`config.mk`:
```
export PLATFORM = sky130hd
export DESIGN_NAME = logic_basic_queue_generic_capacity_tracker
export DESIGN_NICKNAME = d
export VERILOG_FILES = /design/src/rtl/logic_basic_queue_generic_capacity_tracker.sv
export SDC_FILE = /design/constraint.sdc
export NUM_CORES = 1
export LEC_CHECK = 0
export CORE_MARGIN = 5
export CORE_UTILIZATION = 47
export CTS_CLUSTER_SIZE = 28
export DETAILED_ROUTE_END_ITERATION = 6
export GPL_ROUTABILITY_DRIVEN = 1
export PLACE_DENSITY = 0.75
export SLEW_MARGIN = 40
export SYNTH_ARGS = -nofsm -noshare
export SYNTH_HDL_FRONTEND = slang
export SYNTH_SLANG_ARGS = --single-unit
```
`constraint.sdc`:
```
create_clock -name aclk -period 4.1 [get_ports aclk]
set_input_delay 0.82 -clock aclk [delete_from_list [all_inputs] [get_ports aclk]]
set_output_delay 0.82 -clock aclk [all_outputs]
set_load 0.01 [all_outputs]
```
`src/rtl/logic_basic_queue_generic_capacity_tracker.sv`:
```
// Multi-beat occupancy tracker for queues of arbitrary depth: saturating
// netted write/read arithmetic, registered status flags and sticky error flags.
module logic_basic_queue_generic_capacity_tracker #(
    parameter int CAPACITY     = 16,
    parameter int WRITE_MAX    = 1,
    parameter int READ_MAX     = 1,
    parameter int ALMOST_FULL  = CAPACITY - 1,
    parameter int ALMOST_EMPTY = 1,
    localparam int CAPACITY_WIDTH    = $clog2(CAPACITY + 1),
    localparam int WRITE_COUNT_WIDTH = $clog2(WRITE_MAX + 1),
    localparam int READ_COUNT_WIDTH  = $clog2(READ_MAX + 1)
) (
    input  logic                         aclk,
    input  logic                         areset_n,
    input  logic                         clear,
    input  logic                         write_enable,
    input  logic [WRITE_COUNT_WIDTH-1:0] write_count,
    input  logic                         read_enable,
    input  logic [READ_COUNT_WIDTH-1:0]  read_count,
    input  logic                         error_clear,
    output logic [CAPACITY_WIDTH-1:0]    capacity,
    output logic [CAPACITY_WIDTH-1:0]    free,
    output logic                         empty,
    output logic                         full,
    output logic                         almost_empty,
    output logic                         almost_full,
    output logic                         overflow,
    output logic                         underflow
);

    localparam int CW       = CAPACITY_WIDTH;
    localparam int MAX_IN_W = (WRITE_COUNT_WIDTH > READ_COUNT_WIDTH) ? WRITE_COUNT_WIDTH : READ_COUNT_WIDTH;
    // Two extra bits keep the signed sum exact even for out-of-range counts.
    localparam int SUM_W    = ((CW > MAX_IN_W) ? CW : MAX_IN_W) + 2;

    localparam logic signed [SUM_W-1:0] CAP_SUM  = SUM_W'(CAPACITY);
    localparam logic [CW-1:0]           CAP_L    = CW'(CAPACITY);
    localparam logic [CW-1:0]           AF_L     = CW'(ALMOST_FULL);
    localparam logic [CW-1:0]           AE_L     = CW'(ALMOST_EMPTY);
    localparam logic                    AF_RESET = (ALMOST_FULL == 0) ? 1'b1 : 1'b0;

    logic [CW-1:0]           capacity_r;
    logic [CW-1:0]           free_r;
    logic                    empty_r;
    logic                    full_r;
    logic                    almost_empty_r;
    logic                    almost_full_r;
    logic                    overflow_r;
    logic                    underflow_r;

    logic signed [SUM_W-1:0] cur_s;
    logic signed [SUM_W-1:0] w_s;
    logic signed [SUM_W-1:0] r_s;
    logic signed [SUM_W-1:0] sum_s;
    logic [CW-1:0]           next_cap_s;
    logic                    ovf_hit_s;
    logic                    unf_hit_s;

    // Net the effective deltas, saturate to 0..CAPACITY and flag errors.
    always_comb begin
        cur_s      = SUM_W'(capacity_r);
        w_s        = {SUM_W{1'b0}};
        r_s        = {SUM_W{1'b0}};
        next_cap_s = {CW{1'b0}};
        ovf_hit_s  = 1'b0;
        unf_hit_s  = 1'b0;
        if (write_enable) begin
            w_s = SUM_W'(write_count);
        end else begin
            w_s = {SUM_W{1'b0}};
        end
        if (read_enable) begin
            r_s = SUM_W'(read_count);
        end else begin
            r_s = {SUM_W{1'b0}};
        end
        sum_s = cur_s + w_s - r_s;
        if (clear) begin
            next_cap_s = {CW{1'b0}};
        end else if (sum_s > CAP_SUM) begin
            next_cap_s = CAP_L;
            ovf_hit_s  = 1'b1;
        end else if (sum_s[SUM_W-1]) begin
            next_cap_s = {CW{1'b0}};
            unf_hit_s  = 1'b1;
        end else begin
            next_cap_s = sum_s[CW-1:0];
        end
    end

    // Occupancy, flags derived from the next value, and sticky errors (set wins).
    always_ff @(posedge aclk or negedge areset_n) begin
        if (!areset_n) begin
            capacity_r     <= {CW{1'b0}};
            free_r         <= CAP_L;
            empty_r        <= 1'b1;
            full_r         <= 1'b0;
            almost_empty_r <= 1'b1;
            almost_full_r  <= AF_RESET;
            overflow_r     <= 1'b0;
            underflow_r    <= 1'b0;
        end else begin
            capacity_r     <= next_cap_s;
            free_r         <= CAP_L - next_cap_s;
            empty_r        <= (next_cap_s == {CW{1'b0}});
            full_r         <= (next_cap_s == CAP_L);
            almost_empty_r <= (next_cap_s <= AE_L);
            almost_full_r  <= (next_cap_s >= AF_L);
            overflow_r     <= ovf_hit_s || (overflow_r && !error_clear);
            underflow_r    <= unf_hit_s || (underflow_r && !error_clear);
        end
    end

    assign capacity     = capacity_r;
    assign free         = free_r;
    assign empty        = empty_r;
    assign full         = full_r;
    assign almost_empty = almost_empty_r;
    assign almost_full  = almost_full_r;
    assign overflow     = overflow_r;
    assign underflow    = underflow_r;

endmodule
```
# Word level (Yosys, flattened, before mapping)

Index checks and enable logic that the tools add are counted.

Reduce and logical (&&, ||, !) cells: 6
Add/subtract/negate cells: 3
Equality and inequality tests: 1
Multiplexer cells: 10
$lt $le $gt $ge: 3

Operator list:

| cell                | count |
|---|---|
| $mux 5              | 3 |
| $add 6x7->7         | 1 |
| $gt 7x6->1 const B  | 1 |
| $mux 1              | 7 |
| $sub 7x7->7         | 1 |
| $eq 5x5->1 const B  | 1 |
| $ge 5x4->1 const B  | 1 |
| $le 5x1->1 const B  | 1 |
| $logic_not 5->1     | 1 |
| $sub 5x5->5 const A | 1 |
| $logic_and 1x1->1   | 2 |
| $logic_or 1x1->1    | 2 |
| $logic_not 1->1     | 1 |

Bits in registers: 16
Input port bits: 8
Output and inout port bits: 16
Word-level logic and storage cells: 31

# Longest topological paths before layout

Depth after elaboration: 7
Mapped depth: 14

# Worst setup path after synthesis

No wires, ideal clock.

Path type: input -> register
From: in read_enable
To: reg almost_full_r (netlist: almost_full)
Arrival: 3.663 ns
Setup slack: 0.360 ns
Stages on the path: 13
Required time: 4.022 ns
Cell sequence: and2_1 ha_1 inv_1 ha_1 fa_1 a311oi_1 mux2_2 nor2_1 and3_1 ha_1 a21oi_1 or3_1 a21oi_1

Cells in the longest elaborated chain, start to end: 6
Elaborated cells on any way between the ends: 7
Classes of those cells: add/sub (1); order compare (2); mux (4)

RTL lines:

| what                                        | RTL line | source |
|---|---|---|
| start: declaration                          | 18       | `input logic read_enable,` |
| $mux 1 (*)                                  | 72       | `if (read_enable) begin` |
| $sub 7x7->7 (*)                             | 77       | `sum_s = cur_s + w_s - r_s;` |
| $gt 7x6->1 / $mux 5 (equally long branches) | 80, 83   |  |
| $mux 5 (*)                                  | 80       | `end else if (sum_s > CAP_SUM) begin` |
| $mux 5 (*)                                  | 78       | `if (clear) begin` |
| net next_cap_s[0]                           | 55       | `logic [CW-1:0] next_cap_s;` |
| $ge 5x4->1 (*)                              | 108      | `almost_full_r <= (next_cap_s >= AF_L);` |
| end signal: assignment                      | 108      |  |
| end: declaration                            | 47       | `logic almost_full_r;` |

The timed path passes the listed nets; every way through them passes the cells marked *.

# Final worst setup path

Same ends and word-level chain as after synthesis.

==> flow_summary.toml <==
[setup_path]
cp_max_fo = 5
end_kind = "register"
criticalPathCategory = "in -> reg"
r2r_setup_slack_ns = 1.18
cp_top_family = "adder cells"
crit_start = "read_enable"
required_ns = 4.31
cp_common_cell = "ha_1"
cp_slowest_stage_delay_ns = 0.41
critical_path_arrival_ns = 4.07
worstSetupStartpointType = "input port"
cp.buffers_inverters = 2
crit_slowest_cell = "fa_1"
regToRegStartpoint = "capacity[3]"
r2r-end = "almost_full"
r2r_cells = 11
path_cells = "clkdlybuf4s50_1 > and2_1 > ha_1 > inv_1 > ha_1 > fa_1 > a311oi_2 > mux2_2 > nor2_1 > and3_1 > ha_1 > a21oi_1 > or3_1 > a21oi_1"

[hold_path]
whs_path_depth = 2
hold_path_class = "reg -> reg"
hold_end = "overflow"
hp-start = "overflow"

[synthesis]
ys_seq_elements = 15
yosysSeqAreaShare_pct = 40.7
synth-main-ff-cell = "dfrtp_1"
synth-edff-count = 0
syn_area_per_cell_um2 = 10.2
yosys.area.top_type_share_pct = 32.2
ys_warn_count = 0
async_flop_share_pct = 100
syn_nets = 112
synth.top_cells.by_count = "dfrtp_1, ha_1, inv_1, nor2_1, nand2_1"
ys_types = 34
syn_inst = 91
synth_area_um2 = 932
yosysTopAreaCell = "dfrtp_1"
synth_area_leaders = "dfrtp_1, ha_1, dfstp_2, inv_1, nor2_1"

[grt]
grt_pass1_wl_um = 3100
grt_overflow = 0
antenna_found_initial = 0
grt_max_degree = 16
first_global_vias = 712
grt_usage_pct = 14.7

[clock_network]
cts_root_buf = "clkbuf_4"
tritoncts = "done"
clock_latency_ns = 0.29
cts_buffers = 3
clk_path_buf_depth = 2
post_cts_buffers = 0
htree_levels = 1
numClockSinks = 15
clkTransAtPathRegs_ns = 0.09

[floorplan]
die-area_um2 = 2970
coreArea_um2 = 1920
die_w_um = 54.5
rows = 16
start_util_pct = 48.5
ios = 24
die_h_um = 54.5

[power]
p_sw_uw = 450
p_int_uw = 644
combPwrFrac_pct = 70.4
p_leak_nw = 0.598
max-vdd-ir-drop_v = 0.000394
p_clk_share_pct = 7.6
power_frac_seq_pct = 22.0
swShare_pct = 41.2
total_power_mw = 1.09
powerDensity_nw_per_um2 = 858

[run_status]
status = "completed"

[drt]
first_iter_violations = 5
routedWlPerCell_um = 12.1
firstDrtPassIters = 4
wirelength_um = 1830
detail-route-antenna-nets = 0
via_per_inst = 4.90
drc = 0
vias = 740

[timing]
hold_violations = 0
rsz0062_at_grt = "no"
max_slew.worst_pin.slew_ns = 0.656
fin_hold_ws_ns = 0.539
skew_ns = 0.00810
drv_slew = 0
fmaxAchievable_mhz = 259
setup_viol = 0
finalCriticalPeriod_ns = 3.86
post-route-period-util_pct = 94.1
slew_headroom_pct = 56.1

[layout]
diodes = 0
drive_gt1_share_pct = 16.9
fillers = 171
regArea_um2 = 379
multiInputGateArea_um2 = 510
syn2layout_area_growth_pct = 36.8
finalNetCount = 146

[place]
gp_congestion = 0.801
portBuffers = 23
dp_hpwl_um = 1540

[job]
cap_violations = 0
[layout make-up]
type | instances | area share, %
multi-input combinational | 64 | 40.0
sequential | 15 | 29.7
timing repair buffer | 30 | 22.2
inverter | 11 | 3.24
tap | 27 | 2.65
clock buffer | 3 | 1.77
clock inverter | 1 | 0.393
[power by group through the flow]
stage	Clock, mW	Combinational (mW)	Sequential (mW)
after CTS	0.0856	0.768	0.243
after floorplan	0	0.461	0.269
after detailed placement	0	0.765	0.246
after global routing	0.0941	0.862	0.248
final	0.0827	0.770	0.241
after global placement	0	0.753	0.244
[metrics by stage]
stage	util, %	TNS, ns	instance area (um^2)	std cells	setup slack, ns
global route	66.3	0	1270	151	0.0662
floorplan	-	0	932	91	0.360
CTS	66.0	0	1270	151	0.183
global placement	64.6	-0.0226	1240	147	-0.0226
finish	66.3	0	1270	151	0.241
detailed placement	64.6	-0.131	1240	147	-0.109
[layer usage]
metal  vias to the layer above  GRT usage [%]  wire [um]
li1                        381              -          -
met1                       342           17.4        776
met2                        15           24.7        958
met3                         2           5.18         79
met4                         0           4.98         19
met5                         -              0          0
[registers in the layout, indices dropped and copies added, names as in the netlist]
name	flops
free	5
capacity	4
almost_empty	1
almost_full	1
empty	1
full	1
overflow	1
underflow	1
[repair_timing]
action / 4_1_cts / 5_1_grt
gates resized for setup: 0 / 1
endpoints found under the setup margin: 0 / 1
hold buffers: 0 / 0
endpoints found under the hold margin: 0 / 0
[worst min-delay path: stages (launching register included)]
cell and delay (ns):
dfrtp_1 0.38, inv_1 0.05, o22ai_1 0.07
[cells in the final DEF (no fill, tap or decap)]
cell type	Yosys	final
clkdlybuf4s50_1	0	23
ha_1	12	12
dfrtp_1	12	12
inv_1	11	11
nor2_1	8	8
buf_4	1	7
nand2_1	5	5
a21oi_1	3	3
dfstp_2	3	3
clkbuf_4	0	3
and2_1	2	2
o21ai_0	2	2
nor3b_1	2	2
xnor2_1	2	2
a31oi_1	2	2
and3_1	2	2
nand3_1	2	2
nor3_1	2	2
or3_1	2	2
o22ai_1	2	2
a211oi_1	1	1
or4_1	1	1
and3b_1	1	1
a221oi_1	1	1
and3_4	1	1
a311oi_2	0	1
mux2_2	1	1
nand2b_1	1	1
or2_4	1	1
or3_4	1	1
xor2_1	1	1
xnor2_2	1	1
nand4_1	1	1
nand4bb_1	1	1
o31ai_2	1	1
fa_1	1	1
clkinv_2	0	1
[worst max path at each step]
stage             endpoint  slack (ns)  cells after the start
6_report       almost_full        0.24                     14
5_1_grt        almost_full        0.07                     14
4_1_cts        almost_full        0.18                     14
3_5_place_dp   almost_full       -0.11                     14
3_3_place_gp   almost_full       -0.02                     14
2_1_floorplan  almost_full        0.36                     13
[cells by family (layout without fill, tap and decap cells)]
kind of cell,Yosys count,after routing,share of synthesized area (%)
muxes,1,1,1.21
DFF,15,15,40.7
adders and majority gates,13,13,18.3
and+or+nand+nor,33,33,20.7
xor gates and xnor gates,4,4,4.56
buffers and inverters,12,45,5.24
AOI/OAI and AO/OA,13,13,9.40
Note: power is estimated with default switching activity, not from simulation.
